<file path="config.mk">
export PLATFORM = sky130hd
export DESIGN_NAME = psr_merge_sched
export DESIGN_NICKNAME = d
export VERILOG_FILES = /design/src/rtl/psr_merge_sched.sv
export SDC_FILE = /design/constraint.sdc
export NUM_CORES = 1
export LEC_CHECK = 0
export ABC_AREA = 1
export CAP_MARGIN = 0
export CORE_MARGIN = 4
export CORE_UTILIZATION = 60
export DETAILED_ROUTE_END_ITERATION = 6
export HOLD_SLACK_MARGIN = 0.1
export PLACE_DENSITY = 0.91
export SLEW_MARGIN = 0
export SYNTH_ARGS = -nofsm -noshare
export SYNTH_HDL_FRONTEND = slang
export SYNTH_SLANG_ARGS = --single-unit
export TNS_END_PERCENT = 1
</file>
<file path="constraint.sdc">
create_clock -name clk -period 3.4 [get_ports clk]
set_input_delay 0.85 -clock clk [delete_from_list [all_inputs] [get_ports clk]]
set_output_delay 0.85 -clock clk [all_outputs]
set_load 0.02 [all_outputs]
</file>
<file path="src/rtl/psr_merge_sched.sv">
// psr_merge_sched: round-robin scheduler sharing one confluence buffer among N_REQ pulse
// sources, spacing issued pulses >= T_SEP cycles. Define PSR_MERGE_SCHED_STATS_EN for drop_cnt.

module psr_pend_cnt #(
   parameter int CNT_W = 3
) (
   input  logic clk,
   input  logic rst_n,
   input  logic inc_i,
   input  logic dec_i,
   output logic nz_o,
   output logic lost_o
);
   localparam logic [CNT_W-1:0] MAX = '1;

   logic [CNT_W-1:0] pend_q, pend_d;

   // dec_i is only ever raised for a nonzero counter, so no underflow guard is needed
   always_comb begin
      pend_d = pend_q;
      lost_o = 1'b0;
      if (inc_i && !dec_i) begin
         if (pend_q == MAX) lost_o = 1'b1;
         else               pend_d = pend_q + 1'b1;
      end else if (dec_i && !inc_i) begin
         pend_d = pend_q - 1'b1;
      end
   end

   always_ff @(posedge clk or negedge rst_n)
      if (!rst_n) pend_q <= '0;
      else        pend_q <= pend_d;

   assign nz_o = |pend_q;
endmodule

module psr_merge_sched #(
   parameter int N_REQ = 4,
   parameter int T_SEP = 10,
   parameter int CNT_W = 3
) (
   input  logic             clk,
   input  logic             rst_n,
   input  logic [N_REQ-1:0] req_pulse,
   input  logic             ovf_clr,
   output logic             out_pulse,
   output logic [N_REQ-1:0] grant,
   output logic [N_REQ-1:0] overflow,
   output logic             busy
`ifdef PSR_MERGE_SCHED_STATS_EN
   ,
   output logic [15:0]      drop_cnt
`endif
);
   localparam int PW = (N_REQ > 1) ? $clog2(N_REQ) : 1;
   localparam int GW = (T_SEP > 1) ? $clog2(T_SEP) : 1;
   localparam logic [GW-1:0] G_LOAD  = GW'((T_SEP > 1) ? T_SEP - 2 : 0);
   localparam logic [PW-1:0] PTR_RST = PW'(N_REQ - 1);

   typedef enum logic [1:0] {IDLE, FIRE, GUARD} state_e;

   state_e           state_q;
   logic [GW-1:0]    gcnt_q;
   logic [PW-1:0]    ptr_q, win;
   logic [N_REQ-1:0] nz, lost, win_oh, ovf_q, grant_q;
   logic             out_q, any_pend, decide;

   for (genvar i = 0; i < N_REQ; i++) begin : g_src
      psr_pend_cnt #(.CNT_W(CNT_W)) u_cnt (
         .clk    (clk),
         .rst_n  (rst_n),
         .inc_i  (req_pulse[i]),
         .dec_i  (win_oh[i]),
         .nz_o   (nz[i]),
         .lost_o (lost[i])
      );
   end

   assign any_pend = |nz;

   // Scan from farthest to nearest so the first nonzero source after ptr is the final pick
   always_comb begin
      logic [PW-1:0] idx;
      win = ptr_q;
      idx = '0;
      for (int k = N_REQ; k >= 1; k--) begin
         idx = PW'((int'(ptr_q) + k) % N_REQ);
         if (nz[idx]) win = idx;
      end
   end

   assign decide = any_pend && ((state_q == IDLE) ||
                                (state_q == FIRE && T_SEP == 1) ||
                                (state_q == GUARD && gcnt_q == '0));
   assign win_oh = decide ? (N_REQ'(1) << win) : '0;

   always_ff @(posedge clk or negedge rst_n) begin
      if (!rst_n) begin
         state_q <= IDLE;
         gcnt_q  <= '0;
         ptr_q   <= PTR_RST;
         out_q   <= 1'b0;
         grant_q <= '0;
      end else begin
         out_q   <= decide;
         grant_q <= win_oh;
         if (decide) ptr_q <= win;
         case (state_q)
            IDLE:  if (decide) state_q <= FIRE;
            FIRE: begin
               if (T_SEP == 1) begin
                  state_q <= decide ? FIRE : IDLE;
               end else begin
                  state_q <= GUARD;
                  gcnt_q  <= G_LOAD;
               end
            end
            GUARD: begin
               if (gcnt_q != '0) gcnt_q  <= gcnt_q - 1'b1;
               else              state_q <= decide ? FIRE : IDLE;
            end
            default: state_q <= IDLE;
         endcase
      end
   end

   // A set in the same cycle as a clear keeps the flag
   always_ff @(posedge clk or negedge rst_n)
      if (!rst_n) ovf_q <= '0;
      else        ovf_q <= lost | (ovf_q & ~{N_REQ{ovf_clr}});

   assign out_pulse = out_q;
   assign grant     = grant_q;
   assign overflow  = ovf_q;
   assign busy      = (state_q != IDLE) || any_pend;

`ifdef PSR_MERGE_SCHED_STATS_EN
   logic [15:0] drop_q;
   logic [16:0] drop_sum;

   always_comb begin
      drop_sum = ovf_clr ? 17'd0 : {1'b0, drop_q};
      for (int i = 0; i < N_REQ; i++) drop_sum = drop_sum + 17'(lost[i]);
   end

   always_ff @(posedge clk or negedge rst_n)
      if (!rst_n) drop_q <= '0;
      else        drop_q <= drop_sum[16] ? 16'hFFFF : drop_sum[15:0];

   assign drop_cnt = drop_q;
`else
   // Lost pulses are visible only through the sticky overflow flags
`endif
endmodule

</file>
Yosys cells after proc, flatten, opt, wreduce, memory -nomap -nowiden
Index checks and enable logic that the tools add are counted.
Word-level totals
  bits in registers: 29
  bits of input ports: 7
  output and inout bits: 10
  logic and storage cells: 123
Cells by class
  add/subtract/negate cells: 13
  order comparisons: 4
  equal/unequal tests: 13
  shift operators: 1
  mux-type cells: 39
  bitwise logic cells: 3
  reductions and logical operators: 40
Operators with widths (count)
  3-bit two-way mux: 12
  1-bit two-way mux: 13
  3-bit by 1-bit adder with 3-bit output (second input constant): 4
  3-bit == test (second input constant): 4
  2-bit by 3-bit less-than comparator with 1-bit output (second input constant): 4
  2-bit two-way mux: 6
  2-bit != test (second input constant): 6
  2-bit AND reduction: 6
  2-bit nonzero test: 6
  12-bit OR reduction: 1
  3-bit OR reduction: 4
  3-bit by 1-bit subtractor with 3-bit output (second input constant): 4
  1-bit logical AND: 10
  1-bit binary-select mux with 2-bit select: 4
  1-bit zero test: 8
  4-bit two-way mux: 2
  4-bit one-hot mux with 2 select lines: 1
  2-bit one-hot mux with 3 select lines: 1
  2-bit by 1-bit adder with 2-bit output (second input constant): 2
  2-bit adder (second input constant): 2
  4-bit bitwise AND: 1
  4-bit zero test: 1
  4-bit inverter: 1
  4-bit OR: 1
  8 further kinds: 9

Longest topological paths before layout
  word-level depth: 13
  depth in mapped cells: 18
  depth with buffers taken out: 18

Cells and area by module
From an unflattened synthesis, not the netlist that was laid out.
Second synthesis, totals
  cells, all modules: 209
  area, all modules: 1680.4 um^2
By module, submodules not included
  psr_merge_sched: instances 1, cells an instance 105, area an instance 874.6 um^2, sequential area each 427.9 um^2
  psr_pend_cnt: instances 4, cells an instance 26, area an instance 201.4 um^2, sequential area each 75.1 um^2

Least setup slack after synthesis
Ideal clock, no wire load.
  kind: reg-to-reg
  start: register ptr_q[0]
  end: register g_src[0].u_cnt.pend_q[2]
  setup time: 0.062 ns
  arrival time: 2.100 ns
  required time: 3.338 ns
  slack: 1.237 ns
  stages on the path, launching flop included: 18
  path buffers: 0
  period minus slack after synthesis: 2.163 ns
  cell sequence: dfstp_2 -> nor2_1 -> nor2_1 -> nand3_1 -> nand2_1 -> inv_2 -> nand2_1 -> nand2_1 -> nand2_2 -> nor2_4 -> nand2_2 -> nand2_1 -> fa_1 -> inv_1 -> nand4_1 -> nand3_1 -> nand2_1 -> inv_1
On the way
  longest elaborated chain between the ends: 13
  elaborated cells on any way between the ends: 25
  classes of those cells: add/sub: 4; eq/ne: 1; shift: 1; mux: 14; reduce/logical: 5
Ends and longest elaborated chain
  start, declared: RTL line 64  | logic [PW-1:0] ptr_q, win;
  start signal, assigned: RTL line 107  | if (decide) ptr_q <= win;
  2-bit by 1-bit adder with 2-bit output: RTL line 87  | idx = PW'((int'(ptr_q) + k) % N_REQ);
  1-bit binary-select mux with 2-bit select: RTL line 88  | if (nz[idx]) win = idx;
  1-bit two-way mux (implied by the code): RTL line 88
  2-bit two-way mux (3 in a row): RTL line 88
  2-bit two-way mux (*): RTL line 88
  1-bit by 2-bit left shift with 4-bit output (*): RTL line 95  | assign win_oh = decide ? (N_REQ'(1) << win) : '0;
  4-bit two-way mux (*): RTL line 95
  1-bit zero test: RTL line 22  | if (inc_i && !dec_i) begin
  1-bit logical AND: RTL line 22
  2-bit != test (no source line) / 2-bit nonzero test (equally long branches)
  2-bit AND reduction (no source line)
  end signal, assigned: RTL line 32  | else pend_q <= pend_d;
  end, declared: RTL line 16  | logic [CNT_W-1:0] pend_q, pend_d;
Every way passes the cells marked *; elsewhere a longest branch is shown, timed or not. The select of a mux whose other input is x is not followed.
A chain may end at the register's enable or synchronous reset.

Worst setup path in the final report
  start: register g_src[0].u_cnt.pend_q[1]
  end: output port busy
On the way
  longest elaborated chain between the ends: 2
Ends and longest elaborated chain
  12-bit OR reduction: RTL line 79  | assign any_pend = |nz;
  1-bit logical OR: RTL line 135  | assign busy = (state_q != IDLE) || any_pend;
  end, declared: RTL line 49  | output logic busy
Every way passes these cells.

==> results.txt <==
----------------------------------------------------
[Status]
  Outcome ... finished clean

[Timing]
  Final TNS setup ... 0 ns
  Transition at the pin with the smallest max-transition slack ... 0.356 ns
  Unrepaired setup endpoints after global routing ... false
  Setup Skew ... 0.00536 ns
  Rel. slew slack ... 0.763
  Number of hold-slack violations in the final timing report ... 0
  Timing-limited maximum frequency ... 357 MHz
  Final setup violation count ... 0
  Pins over their slew limit ... 0
  Share of the clock period used by the worst path after layout ... 0.824
  Minimum clock period after layout ... 2.80 ns

[Yosys]
  Register bit count reported by yosys ... 29
  Synth area leader ... sky130_fd_sc_hd__dfrtp_1
  Average footprint of a synthesized cell ... 7.58 um^2
  Register area share after synthesis ... 0.443
  Post-Synthesis Net Count ... 229
  Post-synthesis cell area ... 1650 um^2
  Total of warnings raised by yosys ... 0
  Synthesized instance count ... 217
  Number of distinct library cell variants in the gate-level netlist after synthesis ... 21
  Leading cell types by total area after synthesis ... sky130_fd_sc_hd__dfrtp_1, sky130_fd_sc_hd__nand2_1, sky130_fd_sc_hd__nand3_1
  Top cell type's share of synthesized area ... 0.411

[CTS]
  Count of cells resized by post-cts repair ... 0
  Inserted Clock Buffers ... 5
  Count of hold-fix buffers inserted at cts ... 0
  Clock tree from TritonCTS ... done
  Setup Buffers After CTS ... 0
  Skew-Pair Late Insertion Delay ... 0.32 ns
  Clock sink total ... 29
  Root buffer cell ... sky130_fd_sc_hd__clkbuf_4
  H-tree level count ... 2
  Clock slew at reported path FFs ... 0.08 ns
  Largest buffer count on any clock path ... 2

[Placement]
  Cells after DPL ... 264
  Detailed-placement wirelength estimate ... 2.47 mm
  Port bufs ... 16
  Routability cong. ... 0.977

[Critical path]
  Crit path required time ... 2.55 ns
  Crit path kind ... reg2out
  Master of the slowest instance on the critical path ... sky130_fd_sc_hd__clkdlybuf4s50_1
  Source of the critical timing path ... g_src[0].u_cnt.pend_q[1]
  Critical Path End Type ... primary output
  Largest fanout on the critical path ... 4
  Cell Chain, Critical Path ... nor2_1 -> nand2_1 -> nor2_1 -> nand4_1 -> nor2_1 -> nand2_1 -> clkdlybuf4s50_1
  Delay of the slowest critical-path stage ... 0.53 ns
  Top Family by Delay on Critical Path ... simple AND/OR/NAND/NOR gates
  Worst setup slack for register-to-register paths ... 0.95 ns
  Type of origin of the critical path ... register
  Beginning of the worst register-to-register path ... g_src[2].u_cnt.pend_q[1]
  Buffers and inverters on the worst path ... 1
  WP data arrival ... 1.95 ns
  CP most frequent cell ... sky130_fd_sc_hd__nor2_1

[Cells and area]
  Fraction of final layout cells sized beyond drive strength 1 ... 0.107
  Total Nets Final ... 253
  Filler cell count in the final layout ... 213
  Growth of design area from synthesis to finish ... 16.0%
  Final std cells w/o fill ... 272
  Number of antenna cells inserted ... 0

[Global route]
  Overall routing resource usage ... 0.209
  Global-route wire length before repair ... 5.58 mm
  Antenna violations before repair ... 0
  Pin count of the biggest net entering global routing ... 30
  Number of global-route vias before repair ... 1,334
  Remaining Overflow, GRT ... 0

[Floorplanning]
  IO Count ... 17
  Starting Density ... 0.647
  Die W ... 60.4 um
  Die span in y ... 60.4 um
  DIE AREA ... 3640 um^2
  Total number of placement rows ... 18
  Placeable core area ... 2540 um^2

[Routing]
  Drt via density ... 5.11
  Antenna-violating nets left ... 0
  DRC ... 0
  Routed wire length ... 3.20 mm
  Length of the first detailed-routing pass in iterations ... 4
  Violation count after the first detailed-route iteration ... 45
  Vias after detailed routing ... 1,390
  Wire per inst ... 11.8 um

[Power and ir drop]
  Total leakage power ... 1.03 nW
  Power density over the cells ... 1110 nW/um^2
  Clock Power Share ... 0.103
  Final total power ... 2.12 mW
  Net switching share of the total power ... 0.494
  Pint ... 1.07 mW
  Part of the power in registers ... 0.313
  Combinational group share of total power ... 0.584
  Max IR drop VDD ... 0.664 mV
  Net switching power figure ... 1.05 mW

[Flow run]
  Max capacitance violation total ... 0

[Hold path]
  Worst hold path startpoint ... gcnt_q[3]
  Class of the worst hold path ... reg2reg

----------------------------------------------------
-- cell families (layout without fill, tap and decap cells) --
logic type,count (synthesis),after routing,share of synthesized area
xor gates and xnor gates,4,4,0.0213
and+or+nand+nor,129,129,0.351
buffers and inverters,37,62,0.0844
AOI/OAI and AO/OA,13,13,0.0449
adders and majority gates,5,5,0.0563
DFF,29,29,0.443
-- cell usage in the layout (no fill, tap or decap), types with 2 or more instances in the layout --
master                            Yosys  routed
sky130_fd_sc_hd__o21ai_0              4       4
sky130_fd_sc_hd__inv_2                3       3
sky130_fd_sc_hd__nand3_1             30      30
sky130_fd_sc_hd__clkbuf_1             0       2
sky130_fd_sc_hd__nor2_1              15      15
sky130_fd_sc_hd__fa_1                 4       4
sky130_fd_sc_hd__nand4_1              4       4
sky130_fd_sc_hd__clkdlybuf4s50_1      0      16
sky130_fd_sc_hd__o22ai_1              6       6
sky130_fd_sc_hd__nor2_2               2       2
sky130_fd_sc_hd__inv_1               34      34
sky130_fd_sc_hd__xor2_1               3       3
sky130_fd_sc_hd__dfstp_2              2       2
sky130_fd_sc_hd__nand2_2             10      10
sky130_fd_sc_hd__clkbuf_4             0       5
sky130_fd_sc_hd__dfrtp_1             27      27
sky130_fd_sc_hd__nand2_1             65      65
sky130_fd_sc_hd__a21oi_1              2       2
-- area by class of cell --
cell class                      count  area (um^2)  share of cell area
Timing Repair Buffer               17          168              0.0878
Sequential cell                    29          728               0.381
Tap cell                           30         37.5              0.0197
Inverter                           37          139              0.0727
Multi-Input combinational cell    151          778               0.408
Clock buffer                        8         58.8              0.0308
-- registers in the layout, summed over array words and instances (netlist names) --
signal and count:
state_q 2, overflow 4, grant 4, gcnt_q 4
out_pulse 1, ptr_q 2, g_src.u_cnt.pend_q 12
-- per-layer routing --
metal	vias up	share of wire	track usage
met5	-	0	0
met4	0	0.013	0.0791
met3	7	0.050	0.0511
met2	26	0.48	0.350
met1	623	0.46	0.261
li1	734	-	-
-- path summary, 6_finish.rpt --
path / endpoint / cells after the start
setup / recovery: busy / 7
hold / removal: gcnt_q[3] / 2
setup reg to reg: g_src[0].u_cnt.pend_q[2] / 18
hold reg to reg: gcnt_q[3] / 2
max in group asynchronous: ptr_q[0] / 2
min in group asynchronous: grant[1] / 2
-- power by group through the flow --
stage,Clock [mW],Combinational [mW],Sequential (mW)
floorplan,0,0.928,0.673
global placement,0,1.19,0.656
detailed placement,0,1.23,0.667
CTS,0.223,1.24,0.661
global route,0.237,1.44,0.691
finish,0.218,1.24,0.662
-- worst register-to-register path, cell delays in order, from the launching register on --
cell                      delay, ns
sky130_fd_sc_hd__dfrtp_1       0.43
sky130_fd_sc_hd__nor2_1        0.22
sky130_fd_sc_hd__nand2_1       0.11
sky130_fd_sc_hd__nand2_1       0.07
sky130_fd_sc_hd__nand2_1       0.04
sky130_fd_sc_hd__nor2_1        0.13
sky130_fd_sc_hd__nand2_1       0.10
sky130_fd_sc_hd__nand2_1       0.06
sky130_fd_sc_hd__nand2_1       0.07
sky130_fd_sc_hd__nand2_2       0.09
sky130_fd_sc_hd__nor2_4        0.05
sky130_fd_sc_hd__nand2_2       0.09
sky130_fd_sc_hd__nand2_1       0.10
sky130_fd_sc_hd__fa_1          0.43
sky130_fd_sc_hd__inv_1         0.10
sky130_fd_sc_hd__nand4_1       0.09
sky130_fd_sc_hd__nand3_1       0.09
sky130_fd_sc_hd__nand2_1       0.05
sky130_fd_sc_hd__inv_1         0.04
-- per-stage QoR --
stage	instance area (um^2)	hold WS (ns)	worst slack, ns	utilization
global placement	1850	0.455	1.00	0.727
detailed placement	1850	0.466	0.958	0.727
finish	1910	0.479	0.599	0.750
CTS	1910	0.488	0.591	0.750
global route	1910	0.512	0.442	0.750
floorplan	1650	0.441	1.24	-
-- cell usage after synthesis --
| cell | number |
|---|---|
| sky130_fd_sc_hd__nand2_1 | 65 |
| sky130_fd_sc_hd__inv_1 | 34 |
| sky130_fd_sc_hd__nand3_1 | 30 |
| sky130_fd_sc_hd__dfrtp_1 | 27 |
| sky130_fd_sc_hd__nor2_1 | 15 |
| sky130_fd_sc_hd__nand2_2 | 10 |
| sky130_fd_sc_hd__o22ai_1 | 6 |
| sky130_fd_sc_hd__fa_1 | 4 |
| sky130_fd_sc_hd__nand4_1 | 4 |
| sky130_fd_sc_hd__o21ai_0 | 4 |
| sky130_fd_sc_hd__inv_2 | 3 |
| sky130_fd_sc_hd__xor2_1 | 3 |
| sky130_fd_sc_hd__a21oi_1 | 2 |
| sky130_fd_sc_hd__dfstp_2 | 2 |
| sky130_fd_sc_hd__nor2_2 | 2 |
| sky130_fd_sc_hd__a31oi_1 | 1 |
| sky130_fd_sc_hd__ha_1 | 1 |
| sky130_fd_sc_hd__nand3_2 | 1 |
| sky130_fd_sc_hd__nor2_4 | 1 |
| sky130_fd_sc_hd__nor3_1 | 1 |
| sky130_fd_sc_hd__xnor2_1 | 1 |
Note: power is estimated with default switching activity, not from simulation.
